File: src/rtl/rv_pkg.sv
// Shared constants for the RV fetch path: the default reset vector and the
// instruction alignment step used by the next-sequential-PC adder.
package rv_pkg;

  localparam logic [31:0] RESET_VECTOR_DEFAULT = 32'h0000_0000;
  localparam int unsigned INSTR_BYTES          = 4;

endpackage : rv_pkg

File: src/rtl/program_counter.sv
// Program counter register with a combinational PC+4 adder and registered
// misalignment and valid flags; it loads PCNext on every clock edge out of reset.
module program_counter
  import rv_pkg::*;
#(
  parameter int unsigned       WIDTH        = 32,
  parameter logic [WIDTH-1:0]  RESET_VECTOR = WIDTH'(RESET_VECTOR_DEFAULT)
) (
  input  logic             clk,
  input  logic             reset,
  input  logic [WIDTH-1:0] PCNext,
  output logic [WIDTH-1:0] PC,
  output logic [WIDTH-1:0] PCPlus4,
  output logic             PCMisaligned,
  output logic             PCValid
);

  logic [WIDTH-1:0] r_pc;
  logic             r_misaligned;
  logic             r_valid;
  logic             w_next_misaligned;

  // The flag is computed from PCNext so that it always describes the PC that
  // is presented after the same edge.
  assign w_next_misaligned = |PCNext[1:0];

  always_ff @(posedge clk or negedge reset) begin
    if (!reset) begin
      r_pc         <= RESET_VECTOR;
      r_misaligned <= |RESET_VECTOR[1:0];
      r_valid      <= 1'b0;
    end else begin
      r_pc         <= PCNext;
      r_misaligned <= w_next_misaligned;
      r_valid      <= 1'b1;
    end
  end

  assign PC           = r_pc;
  assign PCPlus4      = r_pc + WIDTH'(INSTR_BYTES);
  assign PCMisaligned = r_misaligned;
  assign PCValid      = r_valid;

endmodule : program_counter

File: config.mk
export PLATFORM = sky130hd
export DESIGN_NAME = program_counter
export DESIGN_NICKNAME = d
export VERILOG_FILES = /design/src/rtl/rv_pkg.sv /design/src/rtl/program_counter.sv
export SDC_FILE = /design/constraint.sdc
export NUM_CORES = 1
export LEC_CHECK = 0
export ABC_AREA = 1
export CAP_MARGIN = 20
export CORE_MARGIN = 1
export CORE_UTILIZATION = 35
export DETAILED_ROUTE_END_ITERATION = 7
export PLACE_DENSITY = 0.79
export SLEW_MARGIN = 20
export SYNTH_ARGS = -nofsm -noshare
export SYNTH_HDL_FRONTEND = slang
export SYNTH_SLANG_ARGS = --single-unit
File: constraint.sdc
create_clock -name clk -period 2 [get_ports clk]
set_clock_uncertainty 0.1 [all_clocks]
set_input_delay 0.3 -clock clk [delete_from_list [all_inputs] [get_ports clk]]
set_output_delay 0.3 -clock clk [all_outputs]
set_load 0.02 [all_outputs]
==> results of run 1 <==
[worst max-delay path: stages, from the launching register on]
cell	delay (ps)
dfrtp_1	400
buf_4	140
inv_2	50
nor2_8	180
nand2_8	90
nor2_4	120
buf_4	130
xor2_1	160
buf_4	170
[layout by cell type (no fill, tap or decap), drive strengths merged]
cell           synthesis  routed
and2                   3       3
buf                    2      79
clkbuf                 0       6
clkdlybuf4s15          0       1
clkdlybuf4s50          0      69
clkinv                 0       1
clkinvlp               0       1
conb                   1       1
dfrtp                 34      34
dlygate4sd2            0       1
dlygate4sd3            0       1
dlymetal6s2s           0       1
ha                     1       1
inv                   15      15
nand2                 83      83
nand3                  6       6
nand3b                 8       8
nor2                  40      40
o21ai                  1       1
or2                    1       1
xnor2                  5       5
xor2                  10      10
[worst min-delay path by stage]
stage / cells after the start / to / slack [ps] / from
floorplan: 0 / PCMisaligned / -100 / reset
global placement: 1 / PC[31] / 300 / reset
detailed placement: 1 / PC[31] / 310 / reset
CTS: 1 / PC[31] / 340 / PCNext[31]
global route: 1 / PC[20] / 330 / PCNext[20]
finish: 1 / PC[31] / 340 / PCNext[31]
[cell families (layout without fill, tap and decap cells)]
logic type	count (synthesis)	after routing	synth area share, %
AOI/OAI and AO/OA	1	1	0.282
xor gates and xnor gates	15	15	7.83
adders and majority gates	1	1	0.705
buffers and inverters	17	175	4.02
DFF	34	34	48.0
other	1	1	0.211
and+or+nand+nor	141	141	39.0
[what timing repair did]
action / 4_1_cts / 5_1_grt
buffers inserted: 5 / 4
endpoints found under the hold margin: 7 / 0
hold buffers: 1 / 0
pin swaps: 13 / 14
resized for setup: 125 / 37
endpoints found under the setup margin: 29 / 28
[final cells by class]
type	count	area, um^2	share of cell area [%]
multi-input cells	159	938	28.0
repair buffers	152	1330	39.6
clock inverters	2	12.5	0.373
well taps	67	83.8	2.50
flip-flops and latches	34	853	25.4
inverters	15	56.3	1.68
clock buffers	6	82.6	2.46
[cells in the mapped netlist (all sizes together)]
cell	number
nand2	83
nor2	40
dfrtp	34
inv	15
xor2	10
nand3b	8
nand3	6
xnor2	5
and2	3
buf	2
conb	1
ha	1
o21ai	1
or2	1
[where the power goes]
part	total (mW)	internal [mW]	switching [mW]	leakage, nW
Combinational	0.475	0.250	0.225	1.17
Sequential	0.758	0.723	0.0352	0.393
Clock	0.530	0.276	0.254	0.0472
[layer usage]
metal / share of wire [%] / global-route usage, %
met5: 0 / 0
met1: 40 / 24.5
met2: 52 / 38.3
met3: 7.1 / 5.25
met4: 1.0 / 7.19
[state kept, by name (all words and copies together), names as in the netlist]
signal and cells:
PCValid 1, PCMisaligned 1, PC 32
[through the flow]
step	cells	hold slack (ps)	worst slack (ps)	util [%]	power, mW
after CTS	431	341	-167	67.9	1.76
after detailed placement	417	308	-246	65.9	1.24
after global placement	417	301	-192	65.9	1.23
after global routing	435	335	-174	70.1	1.84
final	435	345	-121	70.1	1.76
after floorplan	210	-95.6	66.2	-	0.939
==> key figures, run 1 <==
Worst setup path
  • Critical Path Source Type: flop
  • Critical path fanouts, max: 4
  • Crit. End Element: output pin
  • Launching element of the worst setup path: PC[2]
  • End of the critical path: PCPlus4[13]
  • Arrival @ worst endpoint: around 1700 ps
  • Data required time at the worst endpoint: about 1600 ps
  • Category of the most critical setup path: reg -> out

Yosys
  • Nets in the synthesized netlist: 245
  • Flop and latch count out of synthesis: 34
  • Mapped Avg Cell Area: between 8 and 9 um^2
  • Share of the synthesized area in the top cell type: 48.0%
  • Synth Instances: between 200 and 250
  • Top cell type by total area after synthesis: dfrtp_1
  • Mapped cell area: approximately 1800 um^2
  • Ranking of synthesized cells by area: dfrtp_1 (48%), nand2_1 (16%), nor2_1 (6.1%)
  • Synth unique cells: 20
  • Part of the Yosys area used for sequential elements: a little under half
  • Yosys synthesis warning count: 0

Power and ir drop
  • Static leakage: around 1.6 nW
  • Pwr per Cell Area: approximately 530 nW/um^2
  • Peak supply drop: 0.507 mV

Clock tree
  • Maximum buffer depth of the clock tree: 2
  • Number of H-tree levels: 2
  • TritonCTS Buffers: 5
  • Buffer cell driving the clock tree root: clkbuf_8
  • CTS tree: built
  • CTS clock-pin slew for the worst setup and hold paths: around 70 ps
  • Sink count of the clock tree: 34

Outcome
  • Violated checks: negative setup slack
  • Result of the run: complete, but fails checks

Die
  • I/O pin count: 100
  • Row cnt: 25
  • Placeable Area: 4790 um^2
  • Overall die height: about 73 um
  • Initial core utilization: around 37%
  • Die area: 5360 um^2
  • Chip width: ~73 um

Routing
  • Number of design rule violations left after detail routing: 0
  • Total vias in the final route: approximately 1900
  • Post-detailed-route via-to-cell ratio: around 4.3
  • Post-route antenna net violation count: 0
  • Starting DRC count in detailed routing: 42
  • Detailed-route wire length: roughly 5400 um
  • Drt pass-1 iters: 4
  • Per-cell routed wire length: about 12 um

STA
  • Total Neg Setup Slack: -699 ps
  • Hold Fails Final Rpt: 0
  • Worst-case setup margin in the final layout: -121 ps
  • Final slew viol count: 0
  • Setup repair after global routing missed its margin: true
  • Transition time at the pin with the least slew margin: 763 ps
  • Highest achievable clock rate: between 400 and 500 MHz
  • Setup-failing EPs final: 11
  • Ratio of final minimum period to clock period: 106%
  • Post-layout minimum cycle time: about 2100 ps
  • Worst-case headroom to the max-slew limit: between 40 and 50%

Hold path
  • Hold crit path type: in -> reg

Cells and area
  • Count of fill cells added during filler insertion: 368
  • Share of post-route cells with drive strength above 1: between 30 and 40%
  • Non-Filler Cell Area, Final: 3350 um^2
  • Net total in the final layout: between 400 and 500
  • Signed area change from the synthesized netlist to the final layout: 89.0%
  • Antenna Cells: 0

Place
  • Hpwl dp: 4180 um
  • Weighted congestion at the end of routability-driven global placement: about 0.85
  • Post-Place Cell Area: ~3200 um^2
  • IO buf count: around 100

GRT
  • Pin count of the biggest net entering global routing: 35
  • Wire length of the first global-routing pass: approximately 8500 um
  • Gr ovfl total: 0
  • Antenna violations before repair: 0
  • Via count of the first global-routing pass: between 1500 and 2000
  • Total GRT Usage: 21.3%

Job
  • Max Cap Violations: 0
Note: power is estimated with default switching activity, not from simulation.
==> run 2: changes to the inputs <==
Clock period 2 ns to 2.2 ns, I/O delays scaled along.
==> run 2 against run 1 <==
The flow finishes with violations (negative hold slack, negative setup slack). Non-clock buffer count down 26. Via count fell by 3.4%. Sequential power shrank 8.4%. Design area down 8.6%. Largest power group unchanged. Highest routed layer unchanged.
==> key figures, run 2 (synthesized netlist as in run 1, its figures left out) <==
Outcome
  • Result of the run: complete, but fails checks (unchanged)
  • Violated checks: negative hold slack, negative setup slack (was negative setup slack)

Cells and area
  • Share of the core filled with cells: 64.0% (was 70.1%)
  • Count of fill cells added during filler insertion: 407 (was 368)
  • Share of post-route cells with drive strength above 1: 27.5% (was 34.0%)
  • Net total in the final layout: 376 (was 402)
  • Largest register FFs: 32 (unchanged)
  • Signed area change from the synthesized netlist to the final layout: 72.7% (was 89.0%)
  • Antenna Cells: 0 (unchanged)
  • Most used cells in the layout excluding fill and tap cells: nand2_1 (73), clkdlybuf4s50_1 (70), buf_4 (30), dfrtp_1 (27), nor2_1 (25) (was nand2_1 (72), clkdlybuf4s50_1 (69), buf_4 (67), dfrtp_1 (32), nor2_1 (22))
  • Register cell area after layout: 860 um^2 (was 853 um^2)
  • Most frequent standard cell in the layout excluding fill and tap cells: nand2_1 (unchanged)
  • Multi-input gate area in the final layout: 890 um^2 (was 938 um^2)

STA
  • Setup-failing EPs final: 1 (was 11)
  • Hold Worst Slack: -6.01 ps (was 345 ps)
  • Hold Fails Final Rpt: 6 (was 0)
  • Post-layout minimum cycle time: between 2000 and 2500 ps
  • Setup repair after global routing missed its margin: true (unchanged)
  • Total Neg Setup Slack: -34.7 ps (was -699 ps)
  • Final slew viol count: 0 (unchanged)
  • Ratio of final minimum period to clock period: 102%
  • Worst-case setup margin in the final layout: -34.7 ps (was -121 ps)
  • Worst-case headroom to the max-slew limit: 50.6% (was 49.2%)
  • Transition time at the pin with the least slew margin: 740 ps (was 763 ps)
  • Highest achievable clock rate: 447 MHz

Routing
  • Total vias in the final route: 1814 (was 1878)
  • Drt pass-1 iters: 4 (unchanged)
  • Post-detailed-route via-to-cell ratio: 4.44 (was 4.32)
  • Starting DRC count in detailed routing: 38 (was 42)
  • Post-route antenna net violation count: 0 (unchanged)
  • Number of design rule violations left after detail routing: 0 (unchanged)
  • Per-cell routed wire length: 12.6 um (was 12.3 um)
  • Detailed-route wire length: 5140 um (was 5350 um)

Place
  • Hpwl dp: 3920 um (was 4180 um)
  • Weighted congestion at the end of routability-driven global placement: 0.898 (was 0.847)
  • IO buf count: 99 (unchanged)

Power and ir drop
  • Peak supply drop: 0.396 mV (was 0.507 mV)
  • Pwr per Cell Area: 507 nW/um^2 (was 526 nW/um^2)
  • Share of power burned in registers: 44.6% (was 43.0%)
  • Clock Power Share: 31.3% (was 30.1%)
  • Switching power share of the total: 29.4% (was 29.1%)
  • Total internal power: 1.10 mW (was 1.25 mW)
  • Static leakage: 1.46 nW (was 1.61 nW)
  • Net Switching: 0.458 mW (was 0.514 mW)
  • Pwr Total: 1.55 mW (was 1.76 mW)
  • Logic pwr share: 24.1% (was 26.9%)

Worst setup path
  • Kind of cell adding the most delay to the critical path: simple AND/OR/NAND/NOR gates (was buffers and inverters)
  • Launching element of the worst setup path: PC[2] (unchanged)
  • Total buffers and inverters traversed by the critical path: 2 (was 4)
  • Crit. End Element: output pin (unchanged)
  • Crit-path max cell delay: 380 ps (was 400 ps)
  • Worst path cell trace: ha_2 -> nand2_2 -> nor2_4 -> nand2_4 -> nor2_4 -> buf_4 -> xor2_1 -> buf_4 (was buf_4 -> inv_2 -> nor2_8 -> nand2_8 -> nor2_4 -> buf_4 -> xor2_1 -> buf_4)
  • Count of cell instances traversed by the critical path: 8 (unchanged)
  • End of the critical path: PCPlus4[18] (was PCPlus4[13])
  • Arrival @ worst endpoint: 1800 ps (was 1720 ps)
  • Category of the most critical setup path: reg -> out (unchanged)
  • Data required time at the worst endpoint: 1770 ps (was 1600 ps)
  • Critical Path Source Type: flop (unchanged)
  • Highest-delay cell along the critical path: dfrtp_1 (unchanged)
  • Critical path fanouts, max: 5 (was 4)

Clock tree
  • Maximum buffer depth of the clock tree: 2 (unchanged)
  • Buffer cell driving the clock tree root: clkbuf_8 (unchanged)
  • Number of H-tree levels: 2 (unchanged)
  • CTS tree: built (unchanged)
  • TritonCTS Buffers: 5 (unchanged)
  • Sink count of the clock tree: 34 (unchanged)
  • CTS clock-pin slew for the worst setup and hold paths: 70 ps (about the same)
  • Hold buffers post-CTS: 0 (was 1)

GRT
  • Antenna violations before repair: 0 (unchanged)
  • Pin count of the biggest net entering global routing: 35 (unchanged)
  • Wire length of the first global-routing pass: 8070 um (was 8510 um)
  • Total GRT Usage: 20.2% (was 21.3%)
  • Gr ovfl total: 0 (unchanged)
  • Via count of the first global-routing pass: 1756 (was 1902)

Job
  • Max Cap Violations: 0 (unchanged)

Die
  • Row cnt: 25 (unchanged)
  • Overall die height: 73.2 um (unchanged)
  • Chip width: 73.2 um (unchanged)
  • Placeable Area: 4790 um^2 (unchanged)
  • Die area: 5360 um^2 (unchanged)
  • I/O pin count: 100 (unchanged)
  • Initial core utilization: 37.1% (unchanged)

Hold path
  • Hold crit path type: in -> async (was in -> reg)
[run 2: power by group through the flow]
stage | Sequential (mW) | Combinational, mW | Clock (mW)
2_1_floorplan | 0.740 | 0.113 | 0
3_3_place_gp | 0.703 | 0.384 | 0
3_5_place_dp | 0.704 | 0.387 | 0
4_1_cts | 0.692 | 0.373 | 0.494
5_1_grt | 0.697 | 0.402 | 0.526
6_report | 0.694 | 0.375 | 0.486
[run 2: timing repair]
action                     4_1_cts  5_1_grt
setup endpoints to repair       27       25
pin swaps                        1        4
resized for setup               58       51
setup buffers                    0        9
[run 2: layout make-up]
| type | instances | area share (%) |
|---|---|---|
| Multi-Input combinational cell | 159 | 29.0 |
| Inverter | 15 | 1.84 |
| Clock inverter | 2 | 0.408 |
| Tap cell | 67 | 2.74 |
| Clock buffer | 6 | 2.69 |
| Sequential cell | 34 | 28.1 |
| Timing Repair Buffer | 126 | 35.2 |
[run 2: metrics by stage]
step | cells | setup slack [ps] | instance area (um^2)
global route | 409 | -108 | 3060
finish | 409 | -34.7 | 3060
detailed placement | 392 | -63.3 | 2960
global placement | 392 | -22.4 | 2960
CTS | 400 | -17.7 | 3050
floorplan | 210 | 236 | 1770
[run 2: worst min-delay path by stage]
stage               start      endpoint  slack, ps  cells after the start
CTS                 reset        PC[23]         20                      1
finish              reset        PC[31]         -6                      1
global route        reset        PC[31]         60                      1
detailed placement  reset        PC[23]        340                      1
floorplan           reset  PCMisaligned        -70                      0
global placement    reset        PC[23]        330                      1
[run 2: layer usage]
metal  track usage, %  vias to the layer above  share of wire, %
met5                0                        -                 0
met4             6.97                        0               1.1
met1             22.4                      839                40
li1                 -                      902                 -
met3             6.77                        7               7.9
met2             35.9                       66                51
==> run 3: changes to the inputs <==
Clock period 2.2 ns to 2.81 ns, I/O delays scaled along.
==> run 3 against run 2 <==
The run now ends clean. Routed wire length fell by 11%. Sequential power is 21% lower. Worst setup slack better by 210 ps. Global-route usage decreased by 1.3 points. Core utilization is 2.1 points lower. Design area decreased by 3.3%. Critical endpoint is now PCPlus4[12].
==> key figures, run 3 (synthesized netlist as in run 1, its figures left out) <==
GRT
  • Gr ovfl total: 0 (unchanged)
  • Antenna violations before repair: 0 (unchanged)
  • Pin count of the biggest net entering global routing: 35 (unchanged)
  • Via count of the first global-routing pass: 1676 (was 1756)
  • Wire length of the first global-routing pass: 7460 um (was 8070 um)
  • Total GRT Usage: 18.9% (was 20.2%)

Power and ir drop
  • Share of power burned in registers: 42.7% (was 44.6%)
  • Switching power share of the total: 26.2% (was 29.4%)
  • Pwr per Cell Area: 431 nW/um^2 (was 507 nW/um^2)
  • Peak supply drop: 0.347 mV (was 0.396 mV)
  • Static leakage: 1.38 nW (was 1.46 nW)
  • Logic pwr share: 21.9% (was 24.1%)
  • Total internal power: 0.943 mW (was 1.10 mW)
  • Net Switching: 0.336 mW (was 0.458 mW)
  • Clock Power Share: 35.4% (was 31.3%)

Worst setup path
  • Crit. End Element: output pin (unchanged)
  • Critical path fanouts, max: 4 (was 5)
  • Data required time at the worst endpoint: 2290 ps (was 1770 ps)
  • Highest-delay cell along the critical path: clkdlybuf4s50_1 (was dfrtp_1)
  • Category of the most critical setup path: reg -> out (unchanged)
  • Crit-path max cell delay: 620 ps (was 380 ps)
  • Worst path cell trace: ha_1 -> nand2_1 -> nor2_4 -> nand2_4 -> nor2_4 -> xor2_1 -> clkdlybuf4s50_1 (was ha_2 -> nand2_2 -> nor2_4 -> nand2_4 -> nor2_4 -> buf_4 -> xor2_1 -> buf_4)
  • Most used cell along the critical path: nor2_4
  • Critical Path Source Type: flop (unchanged)
  • Arrival @ worst endpoint: 2110 ps (was 1800 ps)

Clock tree
  • Number of H-tree levels: 2 (unchanged)
  • Buffer cell driving the clock tree root: clkbuf_8 (unchanged)
  • TritonCTS Buffers: 5 (unchanged)
  • Post-CTS sizing: 0 (was 58)
  • CTS clock-pin slew for the worst setup and hold paths: 70 ps (about the same)
  • CTS tree: built (unchanged)
  • Sink count of the clock tree: 34 (unchanged)
  • Maximum buffer depth of the clock tree: 2 (unchanged)
  • Hold buffers post-CTS: 0 (unchanged)
  • Post-CTS setup buffers: 0 (unchanged)

Cells and area
  • Most frequent standard cell in the layout excluding fill and tap cells: clkdlybuf4s50_1 (was nand2_1)
  • Net total in the final layout: 349 (was 376)
  • Most used cells in the layout excluding fill and tap cells: clkdlybuf4s50_1 (92), nand2_1 (77), dfrtp_1 (34), nor2_1 (28), inv_1 (15) (was nand2_1 (73), clkdlybuf4s50_1 (70), buf_4 (30), dfrtp_1 (27), nor2_1 (25))
  • Non-Filler Cell Area, Final: 2960 um^2 (was 3060 um^2)
  • Antenna Cells: 0 (unchanged)
  • Share of the core filled with cells: 61.9% (was 64.0%)
  • Share of post-route cells with drive strength above 1: 8.92% (was 27.5%)
  • Signed area change from the synthesized netlist to the final layout: 67.1% (was 72.7%)
  • Largest register FFs: 32 (unchanged)

Routing
  • Post-route antenna net violation count: 0 (unchanged)
  • Total vias in the final route: 1662 (was 1814)
  • Detailed-route wire length: 4580 um (was 5140 um)
  • Drt pass-1 iters: 4 (unchanged)
  • Per-cell routed wire length: 12.0 um (was 12.6 um)
  • Number of design rule violations left after detail routing: 0 (unchanged)
  • Post-detailed-route via-to-cell ratio: 4.36 (was 4.44)
  • Starting DRC count in detailed routing: 40 (was 38)

Job
  • Max Cap Violations: 0 (unchanged)

Die
  • Initial core utilization: 37.1% (unchanged)
  • Chip width: 73.2 um (unchanged)
  • Overall die height: 73.2 um (unchanged)
  • Row cnt: 25 (unchanged)
  • Placeable Area: 4790 um^2 (unchanged)
  • Die area: 5360 um^2 (unchanged)
  • I/O pin count: 100 (unchanged)

STA
  • Post-layout minimum cycle time: ~2600 ps
  • Highest achievable clock rate: 380 MHz
  • Transition time at the pin with the least slew margin: 728 ps (was 740 ps)
  • Total Neg Setup Slack: 0 ps (was -34.7 ps)
  • Ratio of final minimum period to clock period: between 90% and 100%
  • Final slew viol count: 0 (unchanged)
  • Worst-case headroom to the max-slew limit: 51.4% (was 50.6%)
  • Setup-failing EPs final: 0 (was 1)
  • Hold Worst Slack: 90.6 ps (was -6.01 ps)
  • Hold Fails Final Rpt: 0 (was 6)
  • Setup repair after global routing missed its margin: false (was true)

Hold path
  • Hold crit path type: in -> async (unchanged)

Place
  • Weighted congestion at the end of routability-driven global placement: 0.910 (was 0.898)
  • Post-Place Cell Area: 2830 um^2 (was 2960 um^2)
  • IO buf count: 99 (unchanged)
  • Hpwl dp: 3720 um (was 3920 um)

Outcome
  • Result of the run: finished clean (was complete, but fails checks)
run 3: cell type report:
cell class              instances  area [um^2]
repair buffers                 99         1000
clock buffers                   6         82.6
fillers                       384         1820
clock inverters                 1         30.0
inverters                      15         56.3
well taps                      67         83.8
multi-input cells             159          860
flip-flops and latches         34          851
run 3: worst paths after layout:
path,startpoint,to,cells after the start
setup / recovery,PC[3],PCPlus4[12],7
hold / removal,reset,PC[23],1
max in group asynchronous,reset,PC[1],1
min in group clk,PCNext[21],PC[21],1
run 3: layer usage:
| metal | vias up | global-route usage (%) | wire length [um] | share of wire, % |
|---|---|---|---|---|
| met3 | 7 | 7.04 | 440 | 9.6 |
| met5 | - | 0 | 0 | 0 |
| met1 | 742 | 21.9 | 1790 | 39 |
| li1 | 845 | - | - | - |
| met4 | 0 | 6.10 | 84 | 1.8 |
| met2 | 68 | 32.0 | 2270 | 50 |
run 3: worst max-delay path: cells and delay by family, from the launching register on:
| kind | cells | cell delay (ps) |
|---|---|---|
| AND/OR/NAND/NOR | 4 | 470 |
| adder cells (fa/ha/maj) | 1 | 210 |
| XOR/XNOR | 1 | 150 |
| buffers and inverters | 1 | 620 |
| flip-flops | 1 | 380 |
run 3: through the flow:
stage | setup WS, ps | power, mW | cells
global route | 27.8 | 1.34 | 381
CTS | 64.0 | 1.30 | 381
global placement | 436 | 0.835 | 374
finish | 176 | 1.28 | 381
floorplan | 755 | 0.668 | 210
detailed placement | 386 | 0.838 | 374
run 3: power by group through the flow:
stage | clock, mW | combinational [mW] | sequential [mW]
6_report | 0.452 | 0.280 | 0.546
5_1_grt | 0.491 | 0.299 | 0.550
4_1_cts | 0.466 | 0.285 | 0.546
3_5_place_dp | 0 | 0.283 | 0.555
3_3_place_gp | 0 | 0.281 | 0.554
2_1_floorplan | 0 | 0.0885 | 0.580
